--- config.mk ---
export PLATFORM = sky130hd
export DESIGN_NAME = uart_receiver
export DESIGN_NICKNAME = d
export VERILOG_FILES = /design/src/rtl/uart_pkg.sv /design/src/rtl/uart_rx_sync.sv /design/src/rtl/uart_receiver.sv
export SDC_FILE = /design/constraint.sdc
export NUM_CORES = 1
export LEC_CHECK = 0
export BUFFER_PORTS_ARGS = -buffer_cell sky130_fd_sc_hd__buf_4
export CAP_MARGIN = 5
export CORE_AREA = 2 2 76 78
export DETAILED_ROUTE_END_ITERATION = 10
export DIE_AREA = 0 0 78 80
export GPL_ROUTABILITY_DRIVEN = 0
export SETUP_SLACK_MARGIN = 0.3
export SLEW_MARGIN = 20
export SYNTH_ARGS = -nofsm -noshare
export SYNTH_HDL_FRONTEND = slang
export SYNTH_HIERARCHICAL = 1
export SYNTH_SLANG_ARGS = --single-unit
--- constraint.sdc ---
create_clock -name clk -period 4.58 [get_ports clk]
set_clock_uncertainty 0.2 [all_clocks]
set_input_delay 0.687 -clock clk [delete_from_list [all_inputs] [get_ports clk]]
set_output_delay 0.687 -clock clk [all_outputs]
set_load 0.02 [all_outputs]
--- src/rtl/uart_pkg.sv ---
// uart_pkg
// Shared definitions for the UART receive path: receiver state encoding,
// frame geometry and the default bit timing (9600 baud at 100 MHz).
package uart_pkg;

    typedef enum logic [2:0] {
        IDLE,
        START,
        DATA,
        STOP,
        WAIT_HIGH
    } rx_state_t;

    localparam int DATA_BITS            = 8;
    localparam int CLKS_PER_BIT_DEFAULT = 10416;

    localparam logic START_BIT = 1'b0;
    localparam logic STOP_BIT  = 1'b1;

endpackage

--- src/rtl/uart_rx_sync.sv ---
// uart_rx_sync
// Two-flop synchroniser for asynchronous inputs. Both stages reset to 1,
// which matches an idle-high serial line, so a reset never looks like a
// start bit.
// Ports:
//   clk  - system clock
//   rst  - synchronous active-high reset
//   d    - asynchronous input
//   q    - synchronised output (2 cycles of latency)
module uart_rx_sync #(
    parameter int WIDTH = 1
) (
    input  logic             clk,
    input  logic             rst,
    input  logic [WIDTH-1:0] d,
    output logic [WIDTH-1:0] q
);

    logic [WIDTH-1:0] meta;

    always_ff @(posedge clk) begin
        if (rst) begin
            meta <= '1;
            q    <= '1;
        end else begin
            meta <= d;
            q    <= meta;
        end
    end

endmodule

--- src/rtl/uart_receiver.sv ---
// uart_receiver
// 8N1 UART receive stage. The line is synchronised, the start bit is
// re-checked at mid-bit, each data bit is sampled at its centre (LSB first)
// and the stop bit is checked. A good frame updates data with a one-cycle
// data_valid pulse; a bad stop bit gives a one-cycle framing_error pulse
// and the receiver then waits for the line to return high.
//
// state     | meaning
// ----------+-------------------------------------------------------
// IDLE      | line idle, waiting for a falling edge on rxd_s
// START     | timing half a bit to confirm the start bit
// DATA      | sampling 8 data bits, one per bit period
// STOP      | sampling the stop bit
// WAIT_HIGH | stop bit was 0 (break); hold until the line goes high
//
// Ports:
//   clk           - system clock
//   rst           - synchronous active-high reset
//   rxd           - asynchronous serial line, idle high
//   data          - last correctly received byte
//   data_valid    - one-cycle pulse when data is updated
//   framing_error - one-cycle pulse when the stop bit sampled 0
//   busy          - high whenever the receiver is not idle
module uart_receiver
    import uart_pkg::*;
#(
    parameter int CLKS_PER_BIT = CLKS_PER_BIT_DEFAULT
) (
    input  logic       clk,
    input  logic       rst,
    input  logic       rxd,
    output logic [7:0] data,
    output logic       data_valid,
    output logic       framing_error,
    output logic       busy
);

    localparam int HALF_BIT = CLKS_PER_BIT / 2;
    localparam int CW       = $clog2(CLKS_PER_BIT);

    localparam logic [CW-1:0] BIT_LAST  = CW'(CLKS_PER_BIT - 1);
    localparam logic [CW-1:0] HALF_LAST = CW'(HALF_BIT - 1);
    localparam logic [2:0]    IDX_LAST  = 3'(DATA_BITS - 1);

    logic rxd_s;

    rx_state_t              state, state_n;
    logic [CW-1:0]          bit_clk, bit_clk_n;
    logic [2:0]             bit_idx, bit_idx_n;
    logic [DATA_BITS-1:0]   shift_reg, shift_n;
    logic [DATA_BITS-1:0]   data_n;
    logic                   data_valid_n;
    logic                   framing_error_n;

    uart_rx_sync #(.WIDTH(1)) u_sync (
        .clk (clk),
        .rst (rst),
        .d   (rxd),
        .q   (rxd_s)
    );

    always_ff @(posedge clk) begin
        if (rst) begin
            state         <= IDLE;
            bit_clk       <= '0;
            bit_idx       <= '0;
            shift_reg     <= '0;
            data          <= '0;
            data_valid    <= 1'b0;
            framing_error <= 1'b0;
        end else begin
            state         <= state_n;
            bit_clk       <= bit_clk_n;
            bit_idx       <= bit_idx_n;
            shift_reg     <= shift_n;
            data          <= data_n;
            data_valid    <= data_valid_n;
            framing_error <= framing_error_n;
        end
    end

    always_comb begin
        state_n         = state;
        bit_clk_n       = bit_clk;
        bit_idx_n       = bit_idx;
        shift_n         = shift_reg;
        data_n          = data;
        data_valid_n    = 1'b0;
        framing_error_n = 1'b0;

        case (state)
            IDLE: begin
                if (rxd_s == START_BIT) begin
                    state_n   = START;
                    bit_clk_n = '0;
                end
            end

            START: begin
                if (bit_clk == HALF_LAST) begin
                    bit_clk_n = '0;
                    if (rxd_s == START_BIT) begin
                        state_n   = DATA;
                        bit_idx_n = '0;
                    end else begin
                        // Line went back high before mid-bit: a glitch.
                        state_n = IDLE;
                    end
                end else begin
                    bit_clk_n = bit_clk + CW'(1);
                end
            end

            DATA: begin
                if (bit_clk == BIT_LAST) begin
                    bit_clk_n = '0;
                    shift_n   = {rxd_s, shift_reg[DATA_BITS-1:1]};
                    if (bit_idx == IDX_LAST) begin
                        state_n = STOP;
                    end else begin
                        bit_idx_n = bit_idx + 3'd1;
                    end
                end else begin
                    bit_clk_n = bit_clk + CW'(1);
                end
            end

            STOP: begin
                if (bit_clk == BIT_LAST) begin
                    bit_clk_n = '0;
                    // Returning to IDLE at the stop-bit centre lets a
                    // following start bit arrive up to half a bit early.
                    if (rxd_s == STOP_BIT) begin
                        data_n       = shift_reg;
                        data_valid_n = 1'b1;
                        state_n      = IDLE;
                    end else begin
                        framing_error_n = 1'b1;
                        state_n         = WAIT_HIGH;
                    end
                end else begin
                    bit_clk_n = bit_clk + CW'(1);
                end
            end

            WAIT_HIGH: begin
                if (rxd_s == STOP_BIT) begin
                    state_n = IDLE;
                end
            end

            default: begin
                state_n = IDLE;
            end
        endcase
    end

    assign busy = (state != IDLE);

endmodule

==> results.yml <==
clock_tree:
  clock_sinks: 40
  post-cts-setup-buffers: 0
  cts_resized: 0
  clock_path_buffers: 2
  root_buffer: "clkbuf_8"
  cts-buffers-inserted: 5
  insertion_delay_ns: 0.30
  cts.clk_slew.worst_paths_ns: 0.08
  cts_htree_levels: 2
  cts_tree: "done"
  ctsHoldBuffers: 0
finish:
  area_growth_pct: 13.9
  utilization: 0.390
  largest_register_ffs: 14
  final_cell_mix: "dfxtp_1 (40), nor2_1 (34), mux2i_1 (17)"
  fin_nets: 218
  mostFrequentLayoutCell: "dfxtp_1"
  diodes: 0
  drive_above_1_share: 0.131
floorplanning:
  fp.dieArea_um2: 6240
  rows: 27
  start_util: 0.342
  die_w_um: 78
  core_area_um2: 5410
  die_h_um: 80
  io-pin-count: 14
yosys:
  ys_ff_latch: 40
  synth_edf_count: 0
  synth_seq_area_share: 0.433
  yosys_warnings: 6
  syn-num-nets: 208
  netlist_area_um2: 1850
  yosysUniqueCellTypes: 46
  async_flop_share: 0
  netlist_instances: 202
  synthFlopType: "dfxtp_1"
  syn_avg_cell_area_um2: 9.15
run_status:
  outcome: "finished clean"
detailed_routing:
  via_count: 1467
  viasPerCell: 5.15
  drtIter0Drc: 107
  drt-pass1-iter-count: 4
  drc: 0
  drt-wirelength-per-cell_um: 12.3
  routed_wl_um: 3520
  ant_nets: 0
worst_hold_path:
  min_path_type: "reg -> reg"
placed_design:
  dp_hpwl_um: 2370
  portBuffers: 13
setup_path:
  cp-start-kind: "flip-flop"
  path_max_fanout: 10
  cp.buffers_inverters: 0
  cpPeakStageDelay_ns: 0.65
  critPathCaptureType: "flip-flop"
  cp_data_arrival_time_ns: 2.69
  critPathTopFamily: "simple AND/OR/NAND/NOR gates"
  cp_cell_sequence: "or4b_1 > or4_1 > nor3_4 > mux2i_1 > nor2_1"
  critPathSlowestCell: "or4_1"
  worstPathRequired_ns: 4.56
  crit_type: "reg -> reg"
timing:
  rsz0062_at_grt: "false"
  maxSlewHeadroom: 0.421
  max_freq_mhz: 369
  maxSlewViolCount: 0
  hold_viol_final: 0
  tightest_slew_ns: 0.869
  period_share: 0.592
  tns_ns: 0
  min_period_ns: 2.71
  setup_viol: 0
job:
  cap_viol_max_count: 0
power_and_ir_drop:
  ir_drop_uv: 183
  p_leak_uw: 0.000765
  power_density_nw_per_um2: 424
global_route:
  grt_max_degree: 33
  grt_overflow: 0
  antenna_found_initial: 0
  grt_use_total: 0.126
  grt_pass1_wl_um: 6200
  first_global_vias: 1310
## cells in the mapped netlist, types with 2 or more instances
cell type	number	area, um^2
dfxtp_1	40	801
nor2_1	34	128
mux2i_1	17	170
a21oi_1	10	50.1
nand2_1	8	30.0
clkbuf_1	7	26.3
nand2b_1	7	43.8
nand3_1	6	30.0
nand4_1	5	31.3
nor3_1	5	25.0
xor2_1	5	43.8
a21o_1	4	30.0
inv_1	4	15.0
xnor2_1	4	35.0
and3_1	3	18.8
ha_1	3	37.5
or3_1	3	18.8
or4_1	3	22.5
and2_1	2	12.5
and4_1	2	17.5
nand3b_1	2	15.0
nand4bb_1	2	22.5
o21ai_0	2	10.0
or2_1	2	12.5
## power by group
part | switching, uW | internal [uW] | leakage, uW | total [uW]
logic | 134 | 75.4 | 0.000384 | 210
registers | 24.6 | 362 | 0.000323 | 387
clock network | 133 | 164 | 0.0000583 | 297
## layout make-up
class | count | area, um^2
Clock buffer | 5 | 68.8
Clock inverter | 3 | 47.5
Fill cell | 572 | 3300
Inverter | 4 | 15.0
Multi-Input combinational cell | 148 | 987
Sequential cell | 40 | 801
Tap cell | 72 | 90.1
Timing Repair Buffer | 13 | 97.6
## layer usage
layer | part of all wire | up-vias | track usage | routed length, um
li1 | - | 740 | - | -
met1 | 0.50 | 695 | 0.167 | 1770
met2 | 0.43 | 26 | 0.181 | 1520
met3 | 0.041 | 6 | 0.0419 | 144
met4 | 0.022 | 0 | 0.0649 | 77
met5 | 0 | - | 0 | 0
## per-stage QoR
stage	power [uW]	hold WS [ns]	setup WS, ns	std cells	cell area [um^2]
finish	893	0.210	1.87	285	2110
floorplan	558	0.185	2.17	202	1850
global placement	606	0.191	1.89	277	1990
detailed placement	605	0.191	1.85	277	1990
CTS	903	0.211	1.85	285	2110
global route	948	0.250	1.70	285	2110
## logic make-up (layout without fill, tap and decap cells)
group,count (synthesis),count (layout),share of synthesized area
AND/OR/NAND/NOR,91,91,0.269
XOR/XNOR,9,9,0.0426
flip-flops,40,40,0.433
AO/OA/AOI/OAI,28,28,0.110
adder cells (fa/ha/maj),3,3,0.0203
buffers and inverters,14,25,0.0331
multiplexers,17,17,0.0920
## final timing paths
kind	slack [ns]	cells after the start	start	to
setup / recovery	1.87	5	bit_clk[4]$_SDFFE_PP0P_	data[5]$_SDFFE_PP0P_
hold / removal	0.21	1	u_sync/meta$_SDFF_PP1_	u_sync/q$_SDFF_PP1_
setup reg to reg	1.87	5	bit_clk[4]$_SDFFE_PP0P_	data[5]$_SDFFE_PP0P_
hold reg to reg	0.21	1	u_sync/meta$_SDFF_PP1_	u_sync/q$_SDFF_PP1_
No activity file was read; power rests on OpenSTA's default activity.
